<file path="src/rtl/fetch_unit.sv">
// Fetch stage: holds the fetch PC, issues single-outstanding word requests and buffers returns for decode.
// Optional misaligned-redirect trap: define FETCH_ALIGN_CHECK_EN.
module fetch_unit #(
    parameter logic [31:0] RESET_PC  = 32'h0000_3000,
    parameter int          BUF_DEPTH = 2
) (
    input  logic        clk,
    input  logic        reset,
    input  logic [31:0] NextPC,
    input  logic        Redirect,
    output logic        IReq,
    output logic [31:0] IAddr,
    input  logic        IGnt,
    input  logic        IRValid,
    input  logic [31:0] IRData,
    output logic        InstrValid,
    input  logic        InstrReady,
    output logic [31:0] Instr,
    output logic [31:0] PC,
    output logic [31:0] PC4,
    output logic        ExcAdEL
);
    localparam int          PW    = $clog2(BUF_DEPTH);
    localparam logic [PW:0] DEPTH = (PW+1)'(BUF_DEPTH);

    typedef enum logic [1:0] {IDLE, REQ, WAIT} state_t;

    state_t        state, state_nxt;
    logic [31:0]   fetch_pc, fetch_pc_nxt, req_addr, redir_pc;
    logic          drop, drop_nxt, halt, halt_nxt;
    logic [31:0]   buf_pc    [BUF_DEPTH];
    logic [31:0]   buf_instr [BUF_DEPTH];
    logic [PW-1:0] rd_ptr, wr_ptr;
    logic [PW:0]   count, count_nxt;
    logic          pop, push, resp, misalign;

    assign redir_pc = {NextPC[31:2], 2'b00};

`ifdef FETCH_ALIGN_CHECK_EN
    assign misalign = Redirect & (NextPC[1:0] != 2'b00);
`else
    logic unused_lo;
    assign misalign  = 1'b0;
    assign unused_lo = ^NextPC[1:0];
`endif

    assign InstrValid = (count != '0);
    assign pop        = InstrValid & InstrReady;
    assign resp       = (state == WAIT) & IRValid;
    // A response arriving with a redirect, or owed to a pre-redirect request, is discarded.
    assign push       = resp & ~drop & ~Redirect;

    always_comb begin
        state_nxt    = state;
        fetch_pc_nxt = fetch_pc;
        drop_nxt     = drop;
        halt_nxt     = halt;
        if (Redirect)
            count_nxt = misalign ? (PW+1)'(1) : '0;
        else
            count_nxt = count + (PW+1)'(push) - (PW+1)'(pop);

        case (state)
            IDLE: ;
            REQ: if (IGnt) begin
                state_nxt = WAIT;
                if (!drop) fetch_pc_nxt = req_addr + 32'd4;
            end
            WAIT: if (IRValid) begin
                state_nxt = IDLE;
                drop_nxt  = 1'b0;
            end
            default: state_nxt = IDLE;
        endcase

        if (Redirect) begin
            fetch_pc_nxt = redir_pc;
            halt_nxt     = misalign;
            if ((state == REQ) || (state == WAIT && !IRValid)) drop_nxt = 1'b1;
        end

        // Issue only when the response is guaranteed a free slot.
        if (state_nxt == IDLE && !halt_nxt && count_nxt < DEPTH) state_nxt = REQ;
    end

    always_ff @(posedge clk or negedge reset) begin
        if (!reset) begin
            state    <= IDLE;
            fetch_pc <= RESET_PC;
            req_addr <= RESET_PC;
            drop     <= 1'b0;
            halt     <= 1'b0;
            rd_ptr   <= '0;
            wr_ptr   <= '0;
            count    <= '0;
            for (int i = 0; i < BUF_DEPTH; i++) begin
                buf_pc[i]    <= RESET_PC;
                buf_instr[i] <= '0;
            end
        end else begin
            state    <= state_nxt;
            fetch_pc <= fetch_pc_nxt;
            drop     <= drop_nxt;
            halt     <= halt_nxt;
            count    <= count_nxt;
            if (state != REQ && state_nxt == REQ) req_addr <= fetch_pc_nxt;
            if (Redirect) begin
                rd_ptr <= '0;
                wr_ptr <= misalign ? PW'(1) : '0;
                if (misalign) begin
                    buf_pc[0]    <= NextPC;
                    buf_instr[0] <= '0;
                end
            end else begin
                if (push) begin
                    buf_pc[wr_ptr]    <= req_addr;
                    buf_instr[wr_ptr] <= IRData;
                    wr_ptr            <= wr_ptr + PW'(1);
                end
                if (pop) rd_ptr <= rd_ptr + PW'(1);
            end
        end
    end

`ifdef FETCH_ALIGN_CHECK_EN
    logic buf_exc [BUF_DEPTH];

    always_ff @(posedge clk or negedge reset) begin
        if (!reset) begin
            for (int i = 0; i < BUF_DEPTH; i++) buf_exc[i] <= 1'b0;
        end else if (Redirect) begin
            if (misalign) buf_exc[0] <= 1'b1;
        end else if (push) begin
            buf_exc[wr_ptr] <= 1'b0;
        end
    end

    assign ExcAdEL = InstrValid & buf_exc[rd_ptr];
`else
    assign ExcAdEL = 1'b0;
`endif

    assign IReq  = (state == REQ);
    assign IAddr = req_addr;
    assign Instr = buf_instr[rd_ptr];
    assign PC    = buf_pc[rd_ptr];
    assign PC4   = PC + 32'd4;
endmodule

</file>
<file path="config.mk">
export PLATFORM = sky130hd
export DESIGN_NAME = fetch_unit
export DESIGN_NICKNAME = d
export VERILOG_FILES = /design/src/rtl/fetch_unit.sv
export SDC_FILE = /design/constraint.sdc
export NUM_CORES = 1
export LEC_CHECK = 0
export CAP_MARGIN = 15
export CORE_AREA = 2 2 121 241
export DETAILED_ROUTE_END_ITERATION = 7
export DIE_AREA = 0 0 123 243
export PLACE_DENSITY_LB_ADDON = 0.2
export SLEW_MARGIN = 20
export SYNTH_ARGS = -nofsm -noshare
export SYNTH_HDL_FRONTEND = slang
export SYNTH_SLANG_ARGS = --single-unit
</file>
<file path="constraint.sdc">
create_clock -name clk -period 7.2 [get_ports clk]
set_clock_uncertainty 0.2 [all_clocks]
set_input_delay 2.16 -clock clk [delete_from_list [all_inputs] [get_ports clk]]
set_output_delay 2.16 -clock clk [all_outputs]
set_load 0.05 [all_outputs]
</file>
# Word level (Yosys, flattened, before mapping)
# Cells that the tools add are included.
# op_classes
n_addsub,6
magnitude_cmp,4
eq_ne,4
n_mux,28
bitwise,8
n_reduce_logical,14
# op_table
operator,count
$mux 32,11
$bwmux 64,2
$add 32x3->32 const B,2
$demux 32 s1,1
$mux 1,9
$mux 2,4
$pmux 2 s3,1
$reduce_bool 2->1,3
$logic_and 1x1->1,5
$and 1x1->1,4
$eq 2x1->1 const B,2
$ge 2x2->1 const B,2
$logic_not 2->1,2
$not 1->2,2
$add 1x1->1 const B,2
$add 2x1->2,1
$eq 2x2->1 const B,1
$logic_not 1->1,2
$lt 2x1->1 const B,1
$lt 2x2->1 const B,1
$ne 2x1->1 const B,1
$not 1->1,2
$reduce_and 2->1,1
$sub 2x1->2,1
$logic_or 1x1->1,1
# totals
reg_bits,200
in_bits,70
out_inout_bits,131
elab_cells,76

# Depth between registers and ports, before layout
# Gate-level depths: netlist of run 1.
# logic_depth
ltp_word,12
mapped_depth,15
depth_no_buf,11

# Worst setup path before layout of run 1
# OpenSTA, ideal clock, no wires.
# synth_path
path_kind,flip-flop to output port
from,register rd_ptr
to,output port PC4[26]
arrival_ns,4.020
required_time_ns,4.840
path_slack_ns,0.820
path_stages_with_launch,16
path_buffers,6
path_cell_list,dfrtp_1 > buf_6 > buf_12 > buf_6 > clkbuf_1 > buf_2 > nand2_1 > and2_1 > inv_1 > ha_1 > nand4b_1 > a221oi_2 > and2_1 > buf_4 > nand4_1 > xnor2_1
# synth_between
elab_chain_cells,5
# synth_lines
item,line_no,rtl
from (decl),33,"logic [PW-1:0] rd_ptr, wr_ptr;"
from (signal assigned),120,if (pop) rd_ptr <= rd_ptr + PW'(1);
$not 1->2 (implied by the code),146,assign PC = buf_pc[rd_ptr];
$mux 32 (implied by the code) (3 in series),146,
named net PC[2],19,"output logic [31:0] PC,"
$add 32x3->32,147,assign PC4 = PC + 32'd4;
to (decl),20,"output logic [31:0] PC4,"
# The timed path passes the listed nets, and every way through them passes these cells. The select of a mux whose other input is x is not followed.

# Worst setup path in the final report of run 1
# layout_path
from,register rd_ptr
to,output port PC4[26]
# layout_between
elab_chain_cells,5
# layout_lines
item,line_no
$not 1->2 (implied by the code),146
$mux 32 (implied by the code) (3 in series),146
$add 32x3->32,147
# Every way passes these cells. The select of a mux whose other input is x is not followed.

==> reports/metrics.csv, run 1 <==
metric,value,unit
drt_iter0_markers,351,
numCtsBuffers,17,
synth.distinct_cells,69,
n_antenna_cell,0,
pre_cts_slack,1170,ps
endpoint_kind,output pin,
grt_antenna_before_repair,0,
hold_violations,0,
final_max_slew_viol_count,0,
grt_pass1_wl,43600,µm
synth_warnings,0,
rsz0062_at_grt,false,
grt-ovfl-total,0,
cp.arrival,4110,ps
cts_hold_buf,0,
final_cell_count_no_fill,1445,
dp_hpwl,19700,µm
finalSetupViolations,0,
period_minus_slack,6470,ps
initial_core_util,36.4,%
fp-row-count,87,
route.antenna.remaining_nets,0,
syn_avg_cell_area,11.2,µm²
drc,0,
io_pins,201,
cts_tree,done,
path_max_fanout,32,
drive_above_1_share,24.3,%
yosysMostFrequentCell,dfrtp_1,
grt_max_degree,102,
worstPathRequired,4840,ps
routedWlPerCell,19.3,µm
syn_to_final_growth,27.3,%
setup_slack,729,ps
core_area,28100,µm²
num_vias,7509,
hp-class,reg -> reg,
dp.cells,1413,
worst_pin_slew,1020,ps
async_flop_share,100,%
slew_headroom,31.9,%
synth_area_leaders,"dfrtp_1 (47%), mux2_2 (20%), nand2_1 (3.6%), o21ai_0 (2.3%), xnor2_1 (2.2%)",
cts.sinks,200,
fin_tns_setup,0,ps
synth_edf_count,0,
cts_resized,0,
synth_fp_nets,984,
routabilityCongestion,0.793,
synth_top_area_cell,dfrtp_1,
p_leak,5.79,nW
die_x,123,µm
routed_wl,27800,µm
design_area,13000,µm²
clk_root_buffer_cell,clkbuf_16,
period_share,89.9,%
grt_pass1_vias,7756,
yosys-top-cells-count,"dfrtp_1 (192), mux2_2 (184), nand2_1 (98)",
power_density,403,nW/µm²
insertion_delay,450,ps
post-cts-setup-buffers,0,
nFillCells,2715,
fmax,155,MHz
synth-seq-cells,200,
status,finished clean,
fp.dieArea,29900,µm²
dieHeight,243,µm
cts_buffer_depth,2,
post_drt_via_cell_ratio,5.20,
synthDominantCellAreaShare,47.0,%
synthCells,910,
drt-pass1-iter-count,5,
cp-start-kind,register,
hold_depth,2,
synthesis.area,10200,µm²
totalPowerFinal,5.25,mW
cap_viol_max_count,0,
htree_levels,4,
grt_usage,19.2,%
nets,1150,
portBuffers,197,
clk_pin_slew,80,ps
ir_drop,0.211,mV
crit_type,reg -> out,
ys_seq_area_share,49.0,%
yosys_most_used_dff,dfrtp_1,
reg2reg_depth,12,
dpl_cell_area,12500,µm²
## routing by layer
| metal | GRT usage [%] | wire length [µm] |
|---|---|---|
| met5 | 0 | 0 |
| met1 | 21.4 | 10400 |
| met4 | 7.09 | 882 |
| met2 | 35.4 | 15500 |
| met3 | 3.45 | 1100 |
## cell families (layout without fill, tap and decap cells)
kind of cell	Yosys count	after routing	share of synthesized area [%]
simple gates	253	253	12.8
flops	200	200	49.0
mux	196	196	21.5
compound gates	128	128	7.96
buf+inv	81	260	4.07
xor+xnor	47	47	4.16
fa+ha+maj	4	4	0.489
other cells	1	1	0.0366
## layout make-up
type / count / area, µm² / area share, %
timing repair buffer: 209 / 2090 / 16.0
multi-input combinational: 629 / 4840 / 37.2
sequential: 200 / 5020 / 38.5
inverter: 19 / 71.3 / 0.548
tap: 356 / 445 / 3.42
clock inverter: 15 / 138 / 1.06
clock buffer: 17 / 425 / 3.27
## worst paths after layout
| check | from | slack [ps] | end |
|---|---|---|---|
| min in group asynchronous | reset | 1570 | fetch_pc[24]$_DFF_PN0_ |
| min | buf_pc[22]$_DFFE_PN0P_ | 300 | buf_pc[22]$_DFFE_PN0P_ |
| min reg2reg | buf_pc[22]$_DFFE_PN0P_ | 300 | buf_pc[22]$_DFFE_PN0P_ |
| max reg2reg | state[1]$_DFF_PN0_ | 3860 | IAddr[13]$_DFFE_PN1P_ |
| max | rd_ptr$_DFFE_PN0P_ | 730 | PC4[26] |
| max in group asynchronous | reset | 4090 | rd_ptr$_DFFE_PN0P_ |
## where the power goes
group          switching, mW  leakage, nW  total, mW  internal [mW]
Combinational           1.62         2.89       2.57          0.948
Clock                  0.480        0.282      0.939          0.459
Sequential             0.359         2.62       1.74           1.38
Total                   2.46         5.79       5.25           2.78
## state kept, by name (all words and copies together) (netlist names)
name / count
buf_pc: 64
IAddr: 32
halt: 1
buf_instr: 64
count: 2
drop: 1
state: 2
wr_ptr: 1
fetch_pc: 32
rd_ptr: 1
## layout by cell type (no fill, tap or decap), drive strengths merged, types with 5 or more instances in the layout
cell type	n
clkdlybuf4s50	195
dfrtp	192
mux2	187
nand2	98
o21ai	48
nor2	45
nand3	39
inv	27
xnor2	26
a21oi	25
xor2	20
nand4	19
clkbuf	18
a31oi	13
buf	13
nor3	10
mux2i	9
dfstp	8
and3	8
and2	7
a21o	6
clkinv	6
o31ai	5
nand4b	5
## critical path: stages (launching register included)
cell and delay (ps):
dfrtp_4 660, nand2b_1 220, and2_1 180, inv_1 70, ha_1 220, nand4b_1 170, a221oi_2 260, buf_4 210
and2_1 420, nand4_1 210, xnor2_1 190, clkdlybuf4s50_1 820
## through the flow
stage	hold slack, ps	utilization (%)
global placement	269	44.4
global route	318	46.4
finish	296	46.4
floorplan	250	-
detailed placement	282	44.4
CTS	299	46.4
(Power assumes the default switching activity.)
==> inputs of run 2 (changes only) <==
- ABC_AREA: unset -> 1
- CORE_AREA: 2 2 121 241 -> 5 5 125 245
- DIE_AREA: 0 0 123 243 -> 0 0 130 250
==> reports/metrics.csv, run 2 <==
metric,value,unit
nets,1632,
yosysMostFrequentCell,nand2_1,
post_drt_via_cell_ratio,4.82,
final_cell_mix,"nand2_1 (558), clkdlybuf4s50_1 (195), dfrtp_1 (191)",
worstPathRequired,4840,ps
grt-ovfl-total,0,
synth.distinct_cells,35,
cts.sinks,200,
reg_top3,"buf_instr x64, buf_pc x64",
critPathSlowestCell,clkdlybuf4s50_1,
worst_pin_slew,907,ps
fp-row-count,88,
post-cts-setup-buffers,0,
synthCells,1396,
worstSetupStartpoint,rd_ptr$_DFFE_PN0P_,
path_max_fanout,79,
ys_seq_area_share,48.6,%
drc,0,
p_leak,6.06,nW
period_share,86.4,%
drt_iter0_markers,586,
seqCellArea,5020,µm²
slew_headroom,39.5,%
totalPowerFinal,6.18,mW
fmax,161,MHz
final_max_slew_viol_count,0,
grt_antenna_before_repair,0,
slowest_delay,820,ps
htree_levels,4,
rsz0062_at_grt,false,
synth-seq-cells,200,
die_x,130,µm
crit_family,buffers and inverters,
cts_buffer_depth,2,
clk_pin_slew,70,ps
dp_hpwl,22000,µm
grt_pass1_wl,49100,µm
finalSetupViolations,0,
grt_usage,19.3,%
syn_to_final_growth,27.1,%
power_density,472,nW/µm²
dpl_cell_area,12500,µm²
cts_resized,0,
synth_edf_count,0,
crit_type,reg -> out,
async_flop_share,100,%
yosys_most_used_dff,dfrtp_1,
final_common_cell,nand2_1,
drt-pass1-iter-count,5,
fp.dieArea,32500,µm²
yosys-top-cells-count,"nand2_1 (559), dfrtp_1 (192), o21ai_0 (167)",
ff2ff_setup_slack,3810,ps
cts_tree,done,
cp.arrival,3860,ps
hp-class,reg -> reg,
core_area,28600,µm²
routed_wl,30700,µm
routabilityCongestion,0.873,
synthDominantCellAreaShare,46.6,%
synth_top_area_cell,dfrtp_1,
ir_drop,0.268,mV
syn_avg_cell_area,7.38,µm²
n_antenna_cell,0,
drive_above_1_share,6.05,%
initial_core_util,36.0,%
route.antenna.remaining_nets,0,
cp-start-kind,register,
insertion_delay,450,ps
num_vias,9302,
synth_area_leaders,"dfrtp_1 (47%), nand2_1 (20%), o21ai_0 (8.1%), nor2_1 (4.6%), inv_1 (4.5%)",
endpoint_kind,output pin,
clk_root_buffer_cell,clkbuf_16,
grt_pass1_vias,9134,
nFillCells,2946,
hold_violations,0,
synth_fp_nets,1470,
portBuffers,197,
routedWlPerCell,15.9,µm
synth_warnings,0,
numCtsBuffers,17,
fin_tns_setup,0,ps
design_area,13100,µm²
cap_viol_max_count,0,
status,finished clean,
period_minus_slack,6220,ps
path_cells,"inv_6, or2_2, o21ai_2, inv_1, ha_1, nand3_2, nor2_1, nand3b_1, xor2_1, clkdlybuf4s50_1",
worstHoldStart,buf_pc[31]$_DFFE_PN0P_,
cts_hold_buf,0,
dieHeight,250,µm
io_pins,201,
r2r-start,state[0]$_DFF_PN0_,
synthesis.area,10300,µm²
grt_max_degree,129,
worst-path-buf-inv,3,
multi_input_area,4520,µm²
-- run 2: cell types whose count changed after synthesis, sizes merged, moves of 13 or more --
cell,change
nor2,+87
clkbuf,+22
nand4,-15
buf,-20
xnor2,-17
o21ai,+148
nand2,+466
inv,+108
a21oi,-13
mux2,-187
-- run 2: area by class of cell --
cell class                      count  area share (%)
Tap cell                          360            3.44
Clock buffer                       21            3.51
Clock inverter                     11           0.936
Timing Repair Buffer              207            15.6
Inverter                          127            3.68
Multi-Input combinational cell   1005            34.5
Sequential cell                   200            38.3
-- run 2: worst register-to-register path: cells and delay by family, from the launching register on --
kind,cells,cell delay [ps]
AO/OA/AOI/OAI,1,80
buffers and inverters,4,560
flip-flops,1,380
adder cells (fa/ha/maj),2,420
AND/OR/NAND/NOR,7,1670
-- run 2: path summary, 6_finish.rpt --
kind                                              to  cells past startpoint
min in group asynchronous  buf_instr[37]$_DFFE_PN0P_                      1
setup / recovery                             PC4[24]                     10
hold reg to reg               buf_pc[31]$_DFFE_PN0P_                      2
setup reg to reg                IAddr[0]$_DFFE_PN0P_                     14
hold / removal                buf_pc[31]$_DFFE_PN0P_                      2
max in group asynchronous         rd_ptr$_DFFE_PN0P_                      2
-- run 2: routing by layer --
| metal | wire length, µm | vias to the layer above | GRT usage (%) |
|---|---|---|---|
| li1 | - | 4647 | - |
| met3 | 1680 | 30 | 4.18 |
| met1 | 13700 | 4401 | 26.5 |
| met2 | 14800 | 224 | 30.6 |
| met5 | 0 | - | 0 |
| met4 | 569 | 0 | 5.56 |
-- run 2: cell families (layout without fill, tap and decap cells) --
family	Yosys count	count (layout)	synth area share, %
other	1	1	0.0364
flip-flops	200	200	48.6
XOR/XNOR	28	28	2.38
buffers and inverters	191	366	7.71
adder cells (fa/ha/maj)	4	4	0.486
AND/OR/NAND/NOR	761	761	29.5
AO/OA/AOI/OAI	211	211	11.3
-- run 2: per-stage QoR --
step	util, %	hold WS, ps	setup WS, ps	cells
detailed placement	43.7	267	1390	1899
floorplan	-	246	1890	1396
global placement	43.7	259	1430	1899
CTS	45.7	284	890	1931
global route	45.8	299	717	1931
finish	45.8	280	983	1931
-- run 2: report_power, final --
part           switching, mW  internal (mW)  total, mW
Combinational           2.48           1.03       3.51
Clock                  0.430          0.531      0.961
Sequential             0.265           1.44       1.70
==> inputs of run 3 (changes only) <==
- clock period: 7.2 -> 6.17 ns (I/O delays scaled with it)
==> reports/metrics.csv, run 3 (synthesized netlist as in run 2, its figures left out) <==
metric,value,unit
syn_to_final_growth,27.8,%
pwr-share-seq,27.6,%
p_sw,3.71,mW
hold_violations,0,
clkPwrFrac,16.1,%
htree_levels,4,
drive_above_1_share,6.22,%
p_leak,6.10,nW
pre_cts_slack,796,ps
final_common_cell,nand2_1,
n_antenna_cell,0,
reg_top3,"buf_instr x64, buf_pc x64",
clk_pin_slew,70,ps
fmax,175,MHz
nFillCells,2881,
dp_hpwl,22200,µm
fin_tns_setup,0,ps
grt_busiest_layer,met2,
cap_viol_max_count,0,
reg2reg_depth,13,
num_vias,9294,
slowest_delay,850,ps
cts_resized,0,
rsz0062_at_grt,false,
groute.layer.met2.usage,30.5,%
dieHeight,250,µm
core_area,28600,µm²
ir_drop,0.305,mV
grt_usage,19.2,%
worstHoldStart,buf_pc[30]$_DFFE_PN0P_,
drt-pass1-iter-count,5,
grt_max_degree,119,
fp.dieArea,32500,µm²
r2r-start,state[0]$_DFF_PN0_,
insertion_delay,450,ps
routabilityCongestion,0.889,
clk_root_buffer_cell,clkbuf_16,
power_density,551,nW/µm²
portBuffers,197,
initial_core_util,36.0,%
multi_input_area,4520,µm²
post-cts-setup-buffers,0,
seqCellArea,5020,µm²
final_cell_mix,"nand2_1 (558), clkdlybuf4s50_1 (195), dfrtp_1 (191)",
groute.layer.met1.usage,26.2,%
drt_iter0_markers,597,
crit_family,buffers and inverters,
post_drt_via_cell_ratio,4.80,
design_area,13200,µm²
gr-usage-met3,4.71,%
grt_pass1_vias,9076,
io_pins,201,
slew_headroom,44.8,%
hold_depth,2,
cts_buffer_depth,2,
period_minus_slack,5730,ps
crit_top_cell,nand2_1,
cp.arrival,3680,ps
grt-ovfl-total,0,
nets,1636,
cp-start-kind,register,
finalSetupViolations,0,
routedWlPerCell,16.0,µm
path_max_fanout,26,
status,finished clean,
dp.cells,1902,
crit_type,reg -> out,
final_cell_count_no_fill,1935,
cts.sinks,200,
dpl_cell_area,12500,µm²
hp-class,reg -> reg,
grt_antenna_before_repair,0,
critPathSlowestCell,clkdlybuf4s50_1,
drc,0,
numCtsBuffers,17,
rr_endpoint,IAddr[9]$_DFFE_PN0P_,
worstPathRequired,4120,ps
fp-row-count,88,
path_cells,"inv_6, buf_4, nand2_1, nand2_1, nand2_1, nor2_1, nand2_1, nor2_1, nand2_1, xor2_1, clkdlybuf4s50_1",
cts_tree,done,
routed_wl,30900,µm
pwr-share-comb,56.3,%
power.share.switching,51.1,%
setup_slack,440,ps
grt_pass1_wl,49000,µm
holdPathEnd,buf_pc[30]$_DFFE_PN0P_,
ff2ff_setup_slack,2600,ps
endpoint_kind,output pin,
cts_hold_buf,0,
intPower,3.55,mW
worst-path-buf-inv,3,
route.antenna.remaining_nets,0,
period_share,92.9,%
final_max_slew_viol_count,0,
totalPowerFinal,7.26,mW
die_x,130,µm
worst_pin_slew,828,ps
[run 3: changes by cell type in the layout (fill, tap and decap cells not counted), sizes merged]
cell / previous run / this run
clkinvlp: 1 / 0
clkinv: 6 / 5
bufinv: 2 / 3
clkbuf: 22 / 23
buf: 11 / 15
[run 3: stage by stage]
step / hold WS [ps] / util [%]
after global placement: 260 / 43.8
final: 278 / 46.0
after global routing: 295 / 46.0
after CTS: 282 / 45.9
after detailed placement: 265 / 43.8
after floorplan: 246 / -
[run 3: worst max path at each step]
stage | startpoint | depth (start not counted) | slack (ps) | endpoint
2_1_floorplan | rd_ptr$_DFFE_PN0P_ | 10 | 1160 | PC4[24]
3_3_place_gp | IRValid | 14 | 870 | IAddr[0]$_DFFE_PN0P_
3_5_place_dp | IRValid | 14 | 800 | IAddr[1]$_DFFE_PN0P_
4_1_cts | rd_ptr$_DFFE_PN0P_ | 11 | 400 | PC4[23]
5_1_grt | rd_ptr$_DFFE_PN0P_ | 11 | 190 | PC4[23]
6_report | rd_ptr$_DFFE_PN0P_ | 11 | 440 | PC4[23]
[run 3: layout make-up]
| cell class | count | share of cell area (%) |
|---|---|---|
| Tap cell | 360 | 3.42 |
| Sequential cell | 200 | 38.1 |
| Timing Repair Buffer | 211 | 15.9 |
| Multi-Input combinational cell | 1005 | 34.3 |
| Inverter | 127 | 3.66 |
| Clock buffer | 22 | 3.52 |
| Clock inverter | 10 | 1.08 |
[run 3: per-layer routing]
layer,up-vias,routed length [µm]
li1,4658,-
met1,4392,14000
met2,219,14700
met3,25,1660
met4,0,524
met5,-,0
[run 3: power groups by stage]
stage          Clock (mW)  Sequential (mW)  Combinational [mW]
6_report             1.17             2.00                4.08
5_1_grt              1.25             2.05                4.37
4_1_cts              1.21             2.00                4.13
3_5_place_dp            0             2.03                4.12
3_3_place_gp            0             2.01                4.09
2_1_floorplan           0             2.24                2.44
[run 3: worst min-delay path, cell delays in order, from the launching register on]
cell and delay, ps:
dfrtp_1 340, nand2_1 50, o21ai_0 60
